$ cat src/rtl/interrupt_arbiter.sv
// ---------------------------------------------------------------------------
// interrupt_arbiter
//   Claim/complete interrupt sequencer between level-sensitive interrupt
//   sources and the CPU.
//
//   The block latches requests into pending bits. It picks one winner among
//   the sources that are both pending and enabled, using round-robin order
//   that starts after the last claimed ID. It raises irq_o until the CPU
//   claims the winner. It then blocks that source until the CPU writes a
//   matching completion.
//
// Ports
//   clk_i          in   1   system clock
//   reset_ni       in   1   synchronous reset, active low
//   source_i       in   32  level interrupt requests (bits >= NUM_SOURCES unused)
//   irq_o          out  1   registered interrupt request to the CPU
//   chip_select_i  in   1   bus: block selected
//   addr_i         in   4   bus: register port
//   read_enable_i  in   1   bus: read strobe
//   read_data_o    out  32  bus: registered read data (holds when no read)
//   write_data_i   in   32  bus: write data
//   write_mask_i   in   4   bus: byte write enables
//
// Register ports
//   0 PENDING  RO    1 ENABLED  RW (byte masked)    2 CLAIM  RO (side effect)
//   3 COMPLETE WO    4 STATUS   RO {state, 25'b0, cur_id}
// ---------------------------------------------------------------------------
module interrupt_arbiter #(
    parameter int NUM_SOURCES = 32
) (
    input  logic        clk_i,
    input  logic        reset_ni,
    input  logic [31:0] source_i,
    output logic        irq_o,
    input  logic        chip_select_i,
    input  logic [3:0]  addr_i,
    input  logic        read_enable_i,
    output logic [31:0] read_data_o,
    input  logic [31:0] write_data_i,
    input  logic [3:0]  write_mask_i
);

    typedef enum logic [1:0] {
        ST_IDLE    = 2'd0,
        ST_NOTIFY  = 2'd1,
        ST_SERVICE = 2'd2
    } state_t;

    // Only the low NUM_SOURCES bits of pending/enabled ever hold a 1.
    localparam logic [31:0] SRC_MASK   = 32'hFFFF_FFFF >> (32 - NUM_SOURCES);
    localparam logic [4:0]  LAST_RESET = 5'(NUM_SOURCES - 1);

    localparam logic [3:0] ADDR_PENDING  = 4'd0;
    localparam logic [3:0] ADDR_ENABLED  = 4'd1;
    localparam logic [3:0] ADDR_CLAIM    = 4'd2;
    localparam logic [3:0] ADDR_COMPLETE = 4'd3;
    localparam logic [3:0] ADDR_STATUS   = 4'd4;

    state_t      state_reg, state_next;
    logic [31:0] pending_reg, pending_next;
    logic [31:0] enabled_reg, enabled_next;
    logic [4:0]  cur_id_reg, cur_id_next;
    logic [4:0]  last_id_reg, last_id_next;
    logic [31:0] read_data_next;
    logic        irq_next;

    logic        rd_access;
    logic        wr_access;
    logic        claim_read;
    logic        complete_write;
    logic        claim;
    logic [31:0] active;
    logic        cur_active;
    logic [4:0]  winner;
    logic        winner_found;
    logic [5:0]  scan_idx;

    // ------------------------------------------------------------------
    // Bus decode
    // ------------------------------------------------------------------
    assign rd_access      = chip_select_i & read_enable_i;
    assign wr_access      = chip_select_i & (|write_mask_i);
    assign claim_read     = rd_access & (addr_i == ADDR_CLAIM);
    assign complete_write = wr_access & (addr_i == ADDR_COMPLETE) & write_mask_i[0];

    assign active     = pending_reg & enabled_reg;
    assign cur_active = active[cur_id_reg];

    // ------------------------------------------------------------------
    // Round-robin search: the first active ID after last_id_reg, wrapping
    // modulo NUM_SOURCES. A 6-bit index holds last_id + offset (at most 63)
    // without overflow before the wrap.
    // ------------------------------------------------------------------
    always_comb begin
        winner       = '0;
        winner_found = 1'b0;
        scan_idx     = '0;
        for (int off = 1; off <= NUM_SOURCES; off++) begin
            scan_idx = {1'b0, last_id_reg} + 6'(off);
            if (scan_idx >= 6'(NUM_SOURCES)) begin
                scan_idx = scan_idx - 6'(NUM_SOURCES);
            end
            if (!winner_found && active[scan_idx[4:0]]) begin
                winner_found = 1'b1;
                winner       = scan_idx[4:0];
            end
        end
    end

    // ------------------------------------------------------------------
    // Sequencer: next state and claim decision
    // ------------------------------------------------------------------
    always_comb begin
        state_next   = state_reg;
        cur_id_next  = cur_id_reg;
        last_id_next = last_id_reg;
        claim        = 1'b0;
        case (state_reg)
            ST_IDLE: begin
                if (|active) begin
                    cur_id_next = winner;
                    state_next  = ST_NOTIFY;
                end
            end
            ST_NOTIFY: begin
                // A source disabled while waiting for its claim is withdrawn.
                // A claim read in that same cycle sees nothing to claim.
                if (!cur_active) begin
                    state_next = ST_IDLE;
                end else if (claim_read) begin
                    claim        = 1'b1;
                    last_id_next = cur_id_reg;
                    state_next   = ST_SERVICE;
                end
            end
            ST_SERVICE: begin
                if (complete_write && (write_data_i[4:0] == cur_id_reg)) begin
                    state_next = ST_IDLE;
                end
            end
            default: state_next = ST_IDLE;
        endcase
    end

    // irq_o is registered, so it follows the state being entered.
    assign irq_next = (state_next == ST_NOTIFY);

    // ------------------------------------------------------------------
    // Pending gateway. The source under service cannot re-pend itself.
    // A claim clears the bit even if the source is still high.
    // ------------------------------------------------------------------
    generate
        for (genvar gi = 0; gi < 32; gi++) begin : g_pending
            if (gi < NUM_SOURCES) begin : g_used
                logic is_cur;
                assign is_cur = (cur_id_reg == 5'(gi));
                assign pending_next[gi] =
                    (claim && is_cur) ? 1'b0 :
                    (pending_reg[gi] |
                     (source_i[gi] & ~((state_reg == ST_SERVICE) & is_cur)));
            end else begin : g_unused
                assign pending_next[gi] = 1'b0;
            end
        end
    endgenerate

    // ------------------------------------------------------------------
    // Enable register with byte-masked writes
    // ------------------------------------------------------------------
    generate
        for (genvar gi = 0; gi < 4; gi++) begin : g_enable_byte
            assign enabled_next[gi*8 +: 8] =
                (wr_access && (addr_i == ADDR_ENABLED) && write_mask_i[gi]) ?
                (write_data_i[gi*8 +: 8] & SRC_MASK[gi*8 +: 8]) :
                enabled_reg[gi*8 +: 8];
        end
    endgenerate

    // ------------------------------------------------------------------
    // Read data: returns register values from before the edge. Holds when
    // there is no read.
    // ------------------------------------------------------------------
    always_comb begin
        read_data_next = read_data_o;
        if (rd_access) begin
            case (addr_i)
                ADDR_PENDING: read_data_next = pending_reg;
                ADDR_ENABLED: read_data_next = enabled_reg;
                ADDR_CLAIM:   read_data_next = claim ? {1'b1, 26'b0, cur_id_reg} : 32'h0;
                ADDR_STATUS:  read_data_next = {state_reg, 25'b0, cur_id_reg};
                default:      read_data_next = 32'h0;
            endcase
        end
    end

    // ------------------------------------------------------------------
    // State registers. Reset takes priority over any bus access.
    // ------------------------------------------------------------------
    always_ff @(posedge clk_i) begin
        if (!reset_ni) begin
            state_reg   <= ST_IDLE;
            pending_reg <= '0;
            enabled_reg <= '0;
            cur_id_reg  <= '0;
            last_id_reg <= LAST_RESET;
            read_data_o <= '0;
            irq_o       <= 1'b0;
        end else begin
            state_reg   <= state_next;
            pending_reg <= pending_next;
            enabled_reg <= enabled_next;
            cur_id_reg  <= cur_id_next;
            last_id_reg <= last_id_next;
            read_data_o <= read_data_next;
            irq_o       <= irq_next;
        end
    end

endmodule

$ cat config.mk
export PLATFORM = sky130hd
export DESIGN_NAME = interrupt_arbiter
export DESIGN_NICKNAME = d
export VERILOG_FILES = /design/src/rtl/interrupt_arbiter.sv
export SDC_FILE = /design/constraint.sdc
export NUM_CORES = 1
export LEC_CHECK = 0
export ABC_AREA = 1
export BUFFER_PORTS_ARGS = -buffer_cell sky130_fd_sc_hd__buf_2
export CAP_MARGIN = 20
export CORE_MARGIN = 2
export CORE_UTILIZATION = 65
export CTS_CLUSTER_DIAMETER = 50
export DETAILED_ROUTE_END_ITERATION = 6
export GPL_TIMING_DRIVEN = 0
export PLACE_DENSITY_LB_ADDON = 0.08
export SLEW_MARGIN = 10
export SYNTH_ARGS = -nofsm -noshare
export SYNTH_HDL_FRONTEND = slang
export SYNTH_SLANG_ARGS = --single-unit
$ cat constraint.sdc
create_clock -name clk_i -period 9.49 [get_ports clk_i]
set_clock_uncertainty 0.05 [all_clocks]
set_input_delay 0.4745 -clock clk_i [delete_from_list [all_inputs] [get_ports clk_i]]
set_output_delay 0.4745 -clock clk_i [all_outputs]
set_load 0.03 [all_outputs]
* Word level (Yosys, flattened, before mapping)
Index checks and enable logic that the tools add are counted.
Storage, ports and cells: register bits after elaboration 109, input port bits 76, logic and storage cells 654
Cells by class: $add $sub $neg 64, $lt $le $gt $ge 65, equality and inequality tests 39, multiplexer cells 171, bitwise operators 135, reductions and logical operators 139
Operator list (number):
- 5-bit two-way mux | 64
- 5-bit by 6-bit < comparator with 1-bit output (second input constant) | 33
- 6-bit >= comparator (second input constant) | 32
- 1-bit binary-select mux with 5-bit select | 33
- 5-bit by 1-bit subtractor with 5-bit output (second input constant) | 32
- 32-bit case mux with 4 select lines | 1
- 5-bit by 5-bit adder with 6-bit output (second input constant) | 16
- 5-bit equality test (second input constant) | 16
- 1-bit AND | 69
- 1-bit logical AND | 69
- 1-bit two-way mux | 67
- 2-bit OR reduction | 32
- 5-bit by 4-bit adder with 6-bit output (second input constant) | 8
- 5-bit by 4-bit equality test with 1-bit output (second input constant) | 8
- 1-bit inverter | 33
- 32-bit AND | 1
- 32-bit two-way mux | 1
- 1-bit OR | 32
- 32-bit OR reduction | 1
- 1-bit logical NOT | 31
- 5-bit by 3-bit adder with 6-bit output (second input constant) | 4
- 5-bit by 3-bit equality test with 1-bit output (second input constant) | 4
- 5-bit by 2-bit adder with 6-bit output (second input constant) | 2
- 5-bit by 2-bit equality test with 1-bit output (second input constant) | 2
- 17 further kinds | 22

* Longest topological paths before layout
Gate-level depths: netlist (run 1).
word-level depth 99, mapped depth 36

* Worst setup path before layout (run 1)
No wires, ideal clock.
path kind register to register, from reg last_id_reg[1], to reg cur_id_reg[0], arrival 4.466 ns, path slack 4.904 ns, cell stages (with the launch flop) 34, path buffers 4, period minus slack after synthesis 4.586 ns, path through dfxtp_1 -> inv_2 -> clkbuf_1 -> buf_1 -> ha_1 -> buf_2 -> inv_2 -> buf_4 -> nand3_1 -> nand3_1 -> nand2_1 -> nand2_1 -> nand3_1 -> nand2_4 -> nand3_4 -> nor2_8 -> nand4_4 -> nor2_4 -> nand4_1 -> nor2_2 -> nand4_2 -> nor2_2 -> nand4_2 -> nor2_4 -> nand4_2 -> nor2_4 -> nand4_4 -> nor2_4 -> nand3_2 -> nor2_4 -> inv_2 -> nand3_1 -> nand3_1 -> a21oi_1
On the way: cells in the longest elaborated chain, start to end 99, elaborated cells on any way between the ends 317, those cells by class 64 x add/sub; 32 x order compare; 159 x mux; 62 x reduce/logical
RTL lines:
- start: declaration | RTL line 63 | logic [4:0] last_id_reg, last_id_next;
- start signal: assignment | RTL line 213 | last_id_reg <= last_id_next;
- 5-bit by 1-bit adder with 6-bit output | RTL line 99 | scan_idx = {1'b0, last_id_reg} + 6'(off);
- 5-bit by 1-bit subtractor with 5-bit output or 6-bit >= comparator (tied branches) | RTL line 101, 100
- 5-bit two-way mux | RTL line 100 | if (scan_idx >= 6'(NUM_SOURCES)) begin
- 1-bit binary-select mux with 5-bit select | RTL line 103 | if (!winner_found && active[scan_idx[4:0]]) begin
- 1-bit two-way mux (implied by the code) | RTL line 103
- 1-bit two-way mux | RTL line 103
- 1-bit logical NOT | RTL line 103
- 1-bit logical AND | RTL line 103
- (+83 left out)
- 1-bit logical AND | RTL line 103
- 1-bit two-way mux | RTL line 103
- 1-bit logical NOT | RTL line 103
- 1-bit logical AND | RTL line 103
- 1-bit two-way mux | RTL line 103
- 1-bit logical NOT | RTL line 103
- 1-bit logical AND | RTL line 103
- 5-bit two-way mux (*) | RTL line 103
- end signal: assignment | RTL line 212 | cur_id_reg <= cur_id_next;
- end: declaration | RTL line 62 | logic [4:0] cur_id_reg, cur_id_next;
Every way passes the cells marked *; elsewhere a longest branch is shown, timed or not. The select of a mux whose other input is x is not followed. A chain may end at the register's enable or synchronous reset.

* Worst setup path in the final report (run 1)
from reg last_id_reg[1], to reg cur_id_reg[3]
Same word-level chain as after synthesis.

==> reports/summary.txt, run 1 <==
status: finished, violations left
failing checks: DRC
Inst Count DP: 1936
DRC Markers: 4
Net Sw Power: 0.297 mW
largest net degree at the start of global routing: 19
clock-pin slew on the worst setup and hold paths: 70 ps
Storage cell area: 2180 µm²
endpoints failing hold: 0
Critical Path End: cur_id_reg[3]
DP Area: 10400 µm²
CTS tree: yes
Crit Path Max Fanout: 13
peak supply drop: 116 µV
routed vias: 12.5k
Final Max Tran Viols: 0
pwr dens: 93.8 nW/µm²
worst reg2reg path depth: 30
Die ar.: 15800 µm²
R2R Path Start: last_id_reg[1]
final period utilization: 0.668
Critical Path Source Type: flip-flop
number of I/O port buffers: 108
Netlist cell types: 56
GRT overflow: 0
crit-path leading delay family: simple AND/OR/NAND/NOR gates
Ys Warns: 0
#FFs+latches synth: 109
cell area after layout: 10700 µm²
Max transition margin: 0.370
antenna violations before repair: 0
Clock power frac: 0.362
Synth Instances: 1644
Pint: 0.704 mW
Slowest-stage cell, CP: buf_1
CTS Hold Bufs: 0
minimum clock period: 6340 ps
RSZ-0062 raised after global routing: false
Fmax: 0.158 GHz
row count: 44
biggest cell delay along the critical path: 730 ps
Comb power frac: 0.150
Num CTS Buffers: 9
Sw Share: 0.297
WS Path Type: flip-flop to flip-flop
clk sinks: 109
CTS Root Cell: clkbuf_16
Worst-Skew Late Latency: 360 ps
WL/cell: 20.0 µm
critical path arrival: 6590 ps
Area Growth Syn to Fin: 10.9%
setup TNS: 0 ps
GP Congestion: 1.12
Routed WL: 39000 µm
Antenna Cells: 0
number of synthesized flops with an enable pin: 0
post-synthesis sequential area ratio: 0.227
sequential share of power: 0.488
CP Buf/Inv Count: 6
Most Frequent Cell on Critical Path: nand4_1
Slew @ Worst Pin: 938 ps
core area: 14500 µm²
reg-to-reg slack, setup: 3150 ps
Syn Std Cell Area: 9620 µm²
max_cap viols: 0
DP Wirelength: 30100 µm
total number of cells along the worst setup path: 30
number of fill cells: 1250
multi-input logic area: 6330 µm²
worst min path class: input pin to flip-flop
TritonRoute pass-1 iters: 7
die width: 126 µm
layout cells sized above 1: 0.122
H-tree Lvls: 3
Post-synth ARST share: 0
Post-CTS Resized: 0
first-pass GRT wire length: 60700 µm
Syn Nets: 1732
Clock Path Buffers: 2
Synth Flop Type: dfxtp_1
DRT iter0 DRCs: 1708
Post-DRT Antenna Nets: 0
vias in the first global route: 11.7k
post-route insts no fill: 1952
endpoint class of the critical path: flip-flop
r2r endpoint: cur_id_reg[3]
launch point of the worst path: last_id_reg[1]
Setup Buffers After CTS: 0
Final setup viols: 0
initial core utilization: 0.664
NumNets Final: 1851
Worst EP required: 9730 ps
Via density: 6.39
GRT Util Overall: 0.488
Die H: 126 µm
P_leak: 5.05 nW
Ports: 109
Mean Syn Cell Area: 5.85 µm²
through the flow:
step	setup WS [ps]	power, mW	hold slack (ps)	utilization
after floorplan	4900	0.584	389	-
after global placement	3350	0.635	399	0.718
after detailed placement	3360	0.639	402	0.718
after CTS	3300	0.985	349	0.737
after global routing	2630	1.03	357	0.737
final	3150	1.00	346	0.737
final cells by class:
type                    instances  area share
plain buffers                  66      0.0318
clock buffers                  11      0.0218
clock inverters                 5     0.00422
inverters                     201      0.0717
multi-input cells            1268       0.594
flip-flops and latches        109       0.205
well taps                     184      0.0216
repair buffers                108      0.0507
worst min path at each step:
| stage | startpoint | depth (start not counted) | slack, ps | endpoint |
|---|---|---|---|---|
| global route | write_data_i[20] | 3 | 360 | enabled_reg[20] |
| finish | write_data_i[11] | 3 | 350 | enabled_reg[11] |
| floorplan | enabled_reg[28] | 2 | 390 | enabled_reg[28] |
| detailed placement | read_data_o[24] | 2 | 400 | read_data_o[24] |
| CTS | write_data_i[20] | 3 | 350 | enabled_reg[20] |
| global placement | enabled_reg[22] | 2 | 400 | enabled_reg[22] |
cell usage in the layout (no fill, tap or decap), types with 9 or more instances in the layout:
master,netlist,layout
nand2_1,493,493
nand3_1,196,196
inv_1,181,181
nor2_1,159,159
buf_2,10,118
o21ai_0,109,109
dfxtp_1,109,109
a21oi_1,84,84
clkbuf_1,36,38
nand4_1,30,30
a21boi_0,27,27
o211ai_1,20,20
o221ai_1,17,17
inv_2,15,15
ha_1,12,12
xor2_1,11,11
o21ai_1,9,9
nand3_2,9,9
clkbuf_16,0,9
worst register-to-register path: cells and delay by family, from the launching register on:
kind            cells  cell delay, ps
simple gates       22            3380
flops               1             400
fa+ha+maj           1             250
compound gates      1             120
buf+inv             6            2100
logic make-up after synthesis:
logic type,Yosys count,synth area share
fa+ha+maj,12,0.0156
simple gates,934,0.431
compound gates,304,0.190
flops,109,0.227
xor+xnor,18,0.0215
buf+inv,267,0.115
cell usage after synthesis, types with 8 or more instances:
master    count  area share
nand4_1      30       0.020
buf_6         8      0.0094
dfxtp_1     109        0.23
o21ai_1       9      0.0047
o21ai_0     109       0.057
o211ai_1     20       0.016
nand2_1     493        0.19
a21oi_1      84       0.044
o221ai_1     17       0.015
xor2_1       11       0.010
nand3_1     196        0.10
ha_1         12       0.016
nand3_2       9      0.0094
inv_2        15      0.0059
clkbuf_1     36       0.014
inv_1       181       0.071
a21boi_0     27       0.021
nor2_1      159       0.062
buf_2        10      0.0052
routing by layer:
| metal | GRT usage | vias up | share of wire |
|---|---|---|---|
| li1 | - | 5654 | - |
| met1 | 0.544 | 5436 | 0.33 |
| met2 | 0.783 | 1048 | 0.44 |
| met3 | 0.113 | 335 | 0.12 |
| met4 | 0.420 | 0 | 0.11 |
| met5 | 0 | - | 0 |
power by group through the flow:
stage               sequential (mW)  combinational (mW)  clock (mW)
floorplan                     0.494              0.0906           0
global placement              0.497               0.138           0
detailed placement            0.497               0.142           0
CTS                           0.487               0.143       0.355
global route                  0.489               0.163       0.375
finish                        0.489               0.150       0.362
Note: power is estimated with default switching activity, not from simulation.
==> run 2, diff against run 1 <==
--- a/config.mk
+++ b/config.mk
@@ -9,7 +9,7 @@
 export BUFFER_PORTS_ARGS = -buffer_cell sky130_fd_sc_hd__buf_2
 export CAP_MARGIN = 20
 export CORE_MARGIN = 2
-export CORE_UTILIZATION = 65
+export CORE_UTILIZATION = 55
 export CTS_CLUSTER_DIAMETER = 50
 export DETAILED_ROUTE_END_ITERATION = 6
 export GPL_TIMING_DRIVEN = 0
==> constraint.sdc (replaced) <==
create_clock -name clk_i -period 5.15 [get_ports clk_i]
set_clock_uncertainty 0.05 [all_clocks]
set_input_delay 0.2575 -clock clk_i [delete_from_list [all_inputs] [get_ports clk_i]]
set_output_delay 0.2575 -clock clk_i [all_outputs]
set_load 0.03 [all_outputs]
==> run 2 against run 1 <==
- die area increased by 18%
- sequential share of layout area decreased by 0.71 points
- sequential power up 84%
- the flow now finishes without violations
- count of clock-buffer cells in the layout fell by 1
- design area grew 4.0%
- wire length rose by 2.2%
- critical path type unchanged
- setup slack lost 2900 ps
- non-clock buffer count rose by 15
- largest power group unchanged
- maximum frequency increased by 30%
- global-route usage is 6.1 points lower
- highest routed layer unchanged
==> reports/summary.txt, run 2 (synthesized netlist as in run 1, its figures left out) <==
WL/cell: 19.8 µm
GRT Util Overall: 0.426
die width: 136 µm
vias in the first global route: 10.9k
initial core utilization: 0.560
Final setup viols: 0
worst reg2reg path depth: 25
post-route insts no fill: 2008
minimum clock period: 4890 ps
setup TNS: 0 ps
Ports: 109
clk sinks: 109
Slowest-stage cell, CP: xor2_2
R2R Path Start: last_id_reg[3]
Worst EP required: 5380 ps
Worst-Skew Late Latency: 360 ps
TritonRoute pass-1 iters: 6
Routed WL: 39800 µm
Fmax: 0.205 GHz
Final Max Tran Viols: 0
DP Area: 10400 µm²
commonest non-fill, non-tap cell in the layout: nand2_1
first-pass GRT wire length: 60300 µm
Setup WS post-layout: 262 ps
crit-path leading delay family: simple AND/OR/NAND/NOR gates
layout cells sized above 1: 0.147
WS Path Type: flip-flop to flip-flop
hold worst-path end: enabled_reg[13]
Area Growth Syn to Fin: 15.3%
largest net degree at the start of global routing: 19
worst min path class: input pin to flip-flop
worst hold stages: 3
clock-pin slew on the worst setup and hold paths: 80 ps
Post-DRT Antenna Nets: 0
Die ar.: 18600 µm²
commonest non-fill, non-tap cells in the layout: 489 x nand2_1, 189 x nand3_1, 180 x inv_1
Crit Path Max Fanout: 12
endpoint class of the critical path: flip-flop
grt peak-use layer: met2
Slew @ Worst Pin: 880 ps
NumNets Final: 1866
Num CTS Buffers: 9
routed vias: 12.0k
Most Frequent Cell on Critical Path: nand4_1
max_cap viols: 0
DP Wirelength: 31300 µm
Net Sw Power: 0.554 mW
met2 usage: 0.671
Antenna Cells: 0
DRC Markers: 0
met1 usage: 0.504
P_leak: 5.20 nW
Clock power frac: 0.382
antenna violations before repair: 1
Pint: 1.36 mW
peak supply drop: 198 µV
Max transition margin: 0.409
endpoints failing hold: 0
pwr dens: 173 nW/µm²
biggest cell delay along the critical path: 440 ps
final period utilization: 0.949
core area: 17200 µm²
H-tree Lvls: 3
GP Congestion: 1.05
Sw Share: 0.289
CP Buf/Inv Count: 4
routing usage on met3: 0.0843
reg-to-reg slack, setup: 260 ps
Die H: 136 µm
CTS Root Cell: clkbuf_16
CTS tree: yes
status: finished, final reports clean
GRT overflow: 0
Via density: 6.00
critical path arrival: 5120 ps
Critical Path Source Type: flip-flop
r2r endpoint: cur_id_reg[3]
row count: 48
HP Start: write_data_i[13]
Comb power frac: 0.149
number of I/O port buffers: 108
cell area after layout: 11100 µm²
Inst Count DP: 1977
DRT iter0 DRCs: 1388
Clock Path Buffers: 2
worst slack at placement: -1190 ps
sequential share of power: 0.469
run 2: layout make-up:
type | instances | area, µm²
fill | 1707 | 6080
clock inverter | 6 | 70.1
multi-input combinational | 1268 | 6470
clock buffer | 10 | 239
tap | 225 | 282
buffer | 63 | 382
inverter | 201 | 781
sequential | 109 | 2190
timing repair buffer | 126 | 676
run 2: per-stage QoR:
stage | util | total power [mW] | hold WS, ps
after global routing | 0.646 | 1.98 | 158
after global placement | 0.608 | 1.18 | 401
final | 0.646 | 1.92 | 132
after detailed placement | 0.608 | 1.18 | 402
after CTS | 0.628 | 1.89 | 130
after floorplan | - | 1.08 | 389
run 2: worst max path at each step:
stage | start | to | cells after the start
floorplan | last_id_reg[1] | cur_id_reg[0] | 33
global placement | last_id_reg[1] | cur_id_reg[4] | 34
detailed placement | last_id_reg[1] | cur_id_reg[3] | 30
CTS | last_id_reg[1] | cur_id_reg[3] | 31
global route | last_id_reg[3] | cur_id_reg[4] | 25
finish | last_id_reg[3] | cur_id_reg[3] | 25
run 2: power groups by stage:
stage | sequential (mW) | combinational, mW | clock, mW
2_1_floorplan | 0.910 | 0.167 | 0
3_3_place_gp | 0.917 | 0.261 | 0
3_5_place_dp | 0.917 | 0.264 | 0
4_1_cts | 0.896 | 0.269 | 0.729
5_1_grt | 0.900 | 0.311 | 0.766
6_report | 0.899 | 0.286 | 0.733
run 2: worst reg2reg max path: cells and delay by family, from the launching register on:
kind                       cells  cell delay (ps)
AOI/OAI and AO/OA              3              630
buffers and inverters          4              840
adders and majority gates      1              210
and+or+nand+nor               16             2220
xor gates and xnor gates       1              440
DFF                            1              400
run 2: timing repair:
item | 4_1_cts | 5_1_grt
buffers inserted | 1 | 17
hold endpoints to repair | 0 | 0
hold buffers | 0 | 0
pin swaps | 0 | 18
gates resized for setup | 17 | 54
gates cloned | 0 | 0
setup endpoints to repair | 5 | 5
run 2: metal layers:
metal | part of all wire | up-vias
li1 | - | 5690
met4 | 0.091 | 0
met2 | 0.45 | 772
met3 | 0.094 | 213
met5 | 0 | -
met1 | 0.37 | 5365
==> run 3, diff against run 2 <==
--- a/config.mk
+++ b/config.mk
@@ -13,7 +13,7 @@
 export CTS_CLUSTER_DIAMETER = 50
 export DETAILED_ROUTE_END_ITERATION = 6
 export GPL_TIMING_DRIVEN = 0
-export PLACE_DENSITY_LB_ADDON = 0.08
+export PLACE_DENSITY = 0.78
 export SLEW_MARGIN = 10
 export SYNTH_ARGS = -nofsm -noshare
 export SYNTH_HDL_FRONTEND = slang
==> run 3 against run 2 <==
- the run now ends with DRC left
- sequential power about the same
- non-clock buffer count decreased by 8
- via count increased by 1.8%
- sequential share of layout area increased by 0.16 points
- combinational power increased by 1%
- register-to-register slack about the same
- final cell count decreased by 0.40%
- maximum frequency decreased by 0.11%
- highest routed layer unchanged
==> reports/summary.txt, run 3 (synthesized netlist as in run 1, its figures left out) <==
routed vias: 12.3k
Post-DRT Antenna Nets: 0
cell area after layout: 11000 µm²
core area: 17200 µm²
endpoint class of the critical path: flip-flop
first-pass GRT wire length: 60800 µm
pwr dens: 179 nW/µm²
Crit Path Max Fanout: 12
layout cells sized above 1: 0.142
DP Area: 10400 µm²
die width: 136 µm
P_leak: 5.16 nW
hold_ws: 116 ps
status: finished, violations left
commonest non-fill, non-tap cells in the layout: 489 x nand2_1, 193 x nand3_1, 181 x inv_1
Slowest-stage cell, CP: ha_2
worst slack at placement: -1360 ps
max_cap viols: 0
Max transition margin: 0.396
CTS Root Cell: clkbuf_16
DRT iter0 DRCs: 1495
Final Max Tran Viols: 0
Critical Path Source Type: flip-flop
Clock Path Buffers: 2
Final setup viols: 0
CTS tree: yes
clk sinks: 109
Antenna Cells: 0
Finished Core Util: 0.641
Via density: 6.13
DP Wirelength: 32600 µm
Setup WS post-layout: 257 ps
clock-pin slew on the worst setup and hold paths: 90 ps
peak supply drop: 180 µV
commonest non-fill, non-tap cell in the layout: nand2_1
row count: 48
initial core utilization: 0.560
final period utilization: 0.950
GRT Util Overall: 0.434
Area Growth Syn to Fin: 14.4%
number of fill cells: 1715
Die ar.: 18600 µm²
DRC Markers: 18
worst reg2reg path depth: 31
Worst-Skew Late Latency: 370 ps
WS Path Type: flip-flop to flip-flop
Ports: 109
vias in the first global route: 10.9k
setup TNS: 0 ps
NumNets Final: 1858
Routed WL: 40800 µm
minimum clock period: 4890 ps
Slew @ Worst Pin: 899 ps
largest net degree at the start of global routing: 22
worst hold stages: 3
TritonRoute pass-1 iters: 7
GRT overflow: 0
WL/cell: 20.4 µm
GP Congestion: 1.01
Die H: 136 µm
RSZ-0062 raised after global routing: true
endpoints failing hold: 0
failing checks: DRC
worst min path class: input pin to flip-flop
critical path arrival: 5100 ps
H-tree Lvls: 3
biggest cell delay along the critical path: 390 ps
number of I/O port buffers: 108
Worst EP required: 5360 ps
Num CTS Buffers: 9
Fmax: 0.204 GHz
antenna violations before repair: 0
run 3: cell count changes in the layout (fill, tap and decap cells not counted), moves of 2 or more:
| cell | before | now |
|---|---|---|
| buf_2 | 115 | 117 |
| buf_4 | 23 | 15 |
| clkinv_8 | 0 | 2 |
| clkinvlp_4 | 3 | 0 |
| nand3_1 | 189 | 193 |
| nand3_2 | 16 | 12 |
| nor2_1 | 156 | 154 |
| nor2_2 | 6 | 8 |
run 3: metrics by stage:
| stage | std cells | power [mW] |
|---|---|---|
| floorplan | 1644 | 1.08 |
| global placement | 1977 | 1.18 |
| detailed placement | 1977 | 1.19 |
| CTS | 1995 | 1.94 |
| global route | 2000 | 2.01 |
| finish | 2000 | 1.97 |
run 3: worst paths after layout:
| path | from | end | slack (ps) |
|---|---|---|---|
| worst max-delay path | last_id_reg[3] | cur_id_reg[4] | 260 |
| worst min-delay path | write_data_i[21] | enabled_reg[21] | 120 |
| worst max register to register | last_id_reg[3] | cur_id_reg[4] | 260 |
| worst min register to register | read_data_o[17] | read_data_o[17] | 420 |
run 3: cell type report:
cell class                 count  area (µm²)  share of cell area
clock buffer                   9         225              0.0205
tap                          225         282              0.0256
multi-input combinational   1268        6460               0.587
timing repair buffer         118         616              0.0559
sequential                   109        2190               0.199
inverter                     201         767              0.0697
clock inverter                 7         100             0.00909
buffer                        63         364              0.0331
run 3: layer usage:
layer	share of wire	GRT usage	wire length, µm	vias up
met2	0.44	0.688	17900	858
li1	-	-	-	5652
met5	0	0	0	-
met1	0.37	0.528	15300	5550
met4	0.075	0.291	3050	0
met3	0.11	0.0917	4520	191
run 3: power breakdown:
group          internal [mW]  switching (mW)
clock network          0.395           0.380
registers              0.868          0.0330
logic                  0.101           0.189
total                   1.36           0.602
run 3: worst max-delay path, delay by kind of cell (launching register included):
family | cells | cell delay (ps)
DFF | 1 | 370
buffers and inverters | 6 | 1370
and+or+nand+nor | 24 | 2640
adders and majority gates | 1 | 390
run 3: what timing repair did:
action | CTS | global route
pin swaps | 3 | 10
hold buffers | 0 | 0
setup buffers | 3 | 7
gates resized for setup | 24 | 38
setup endpoints to repair | 5 | 5
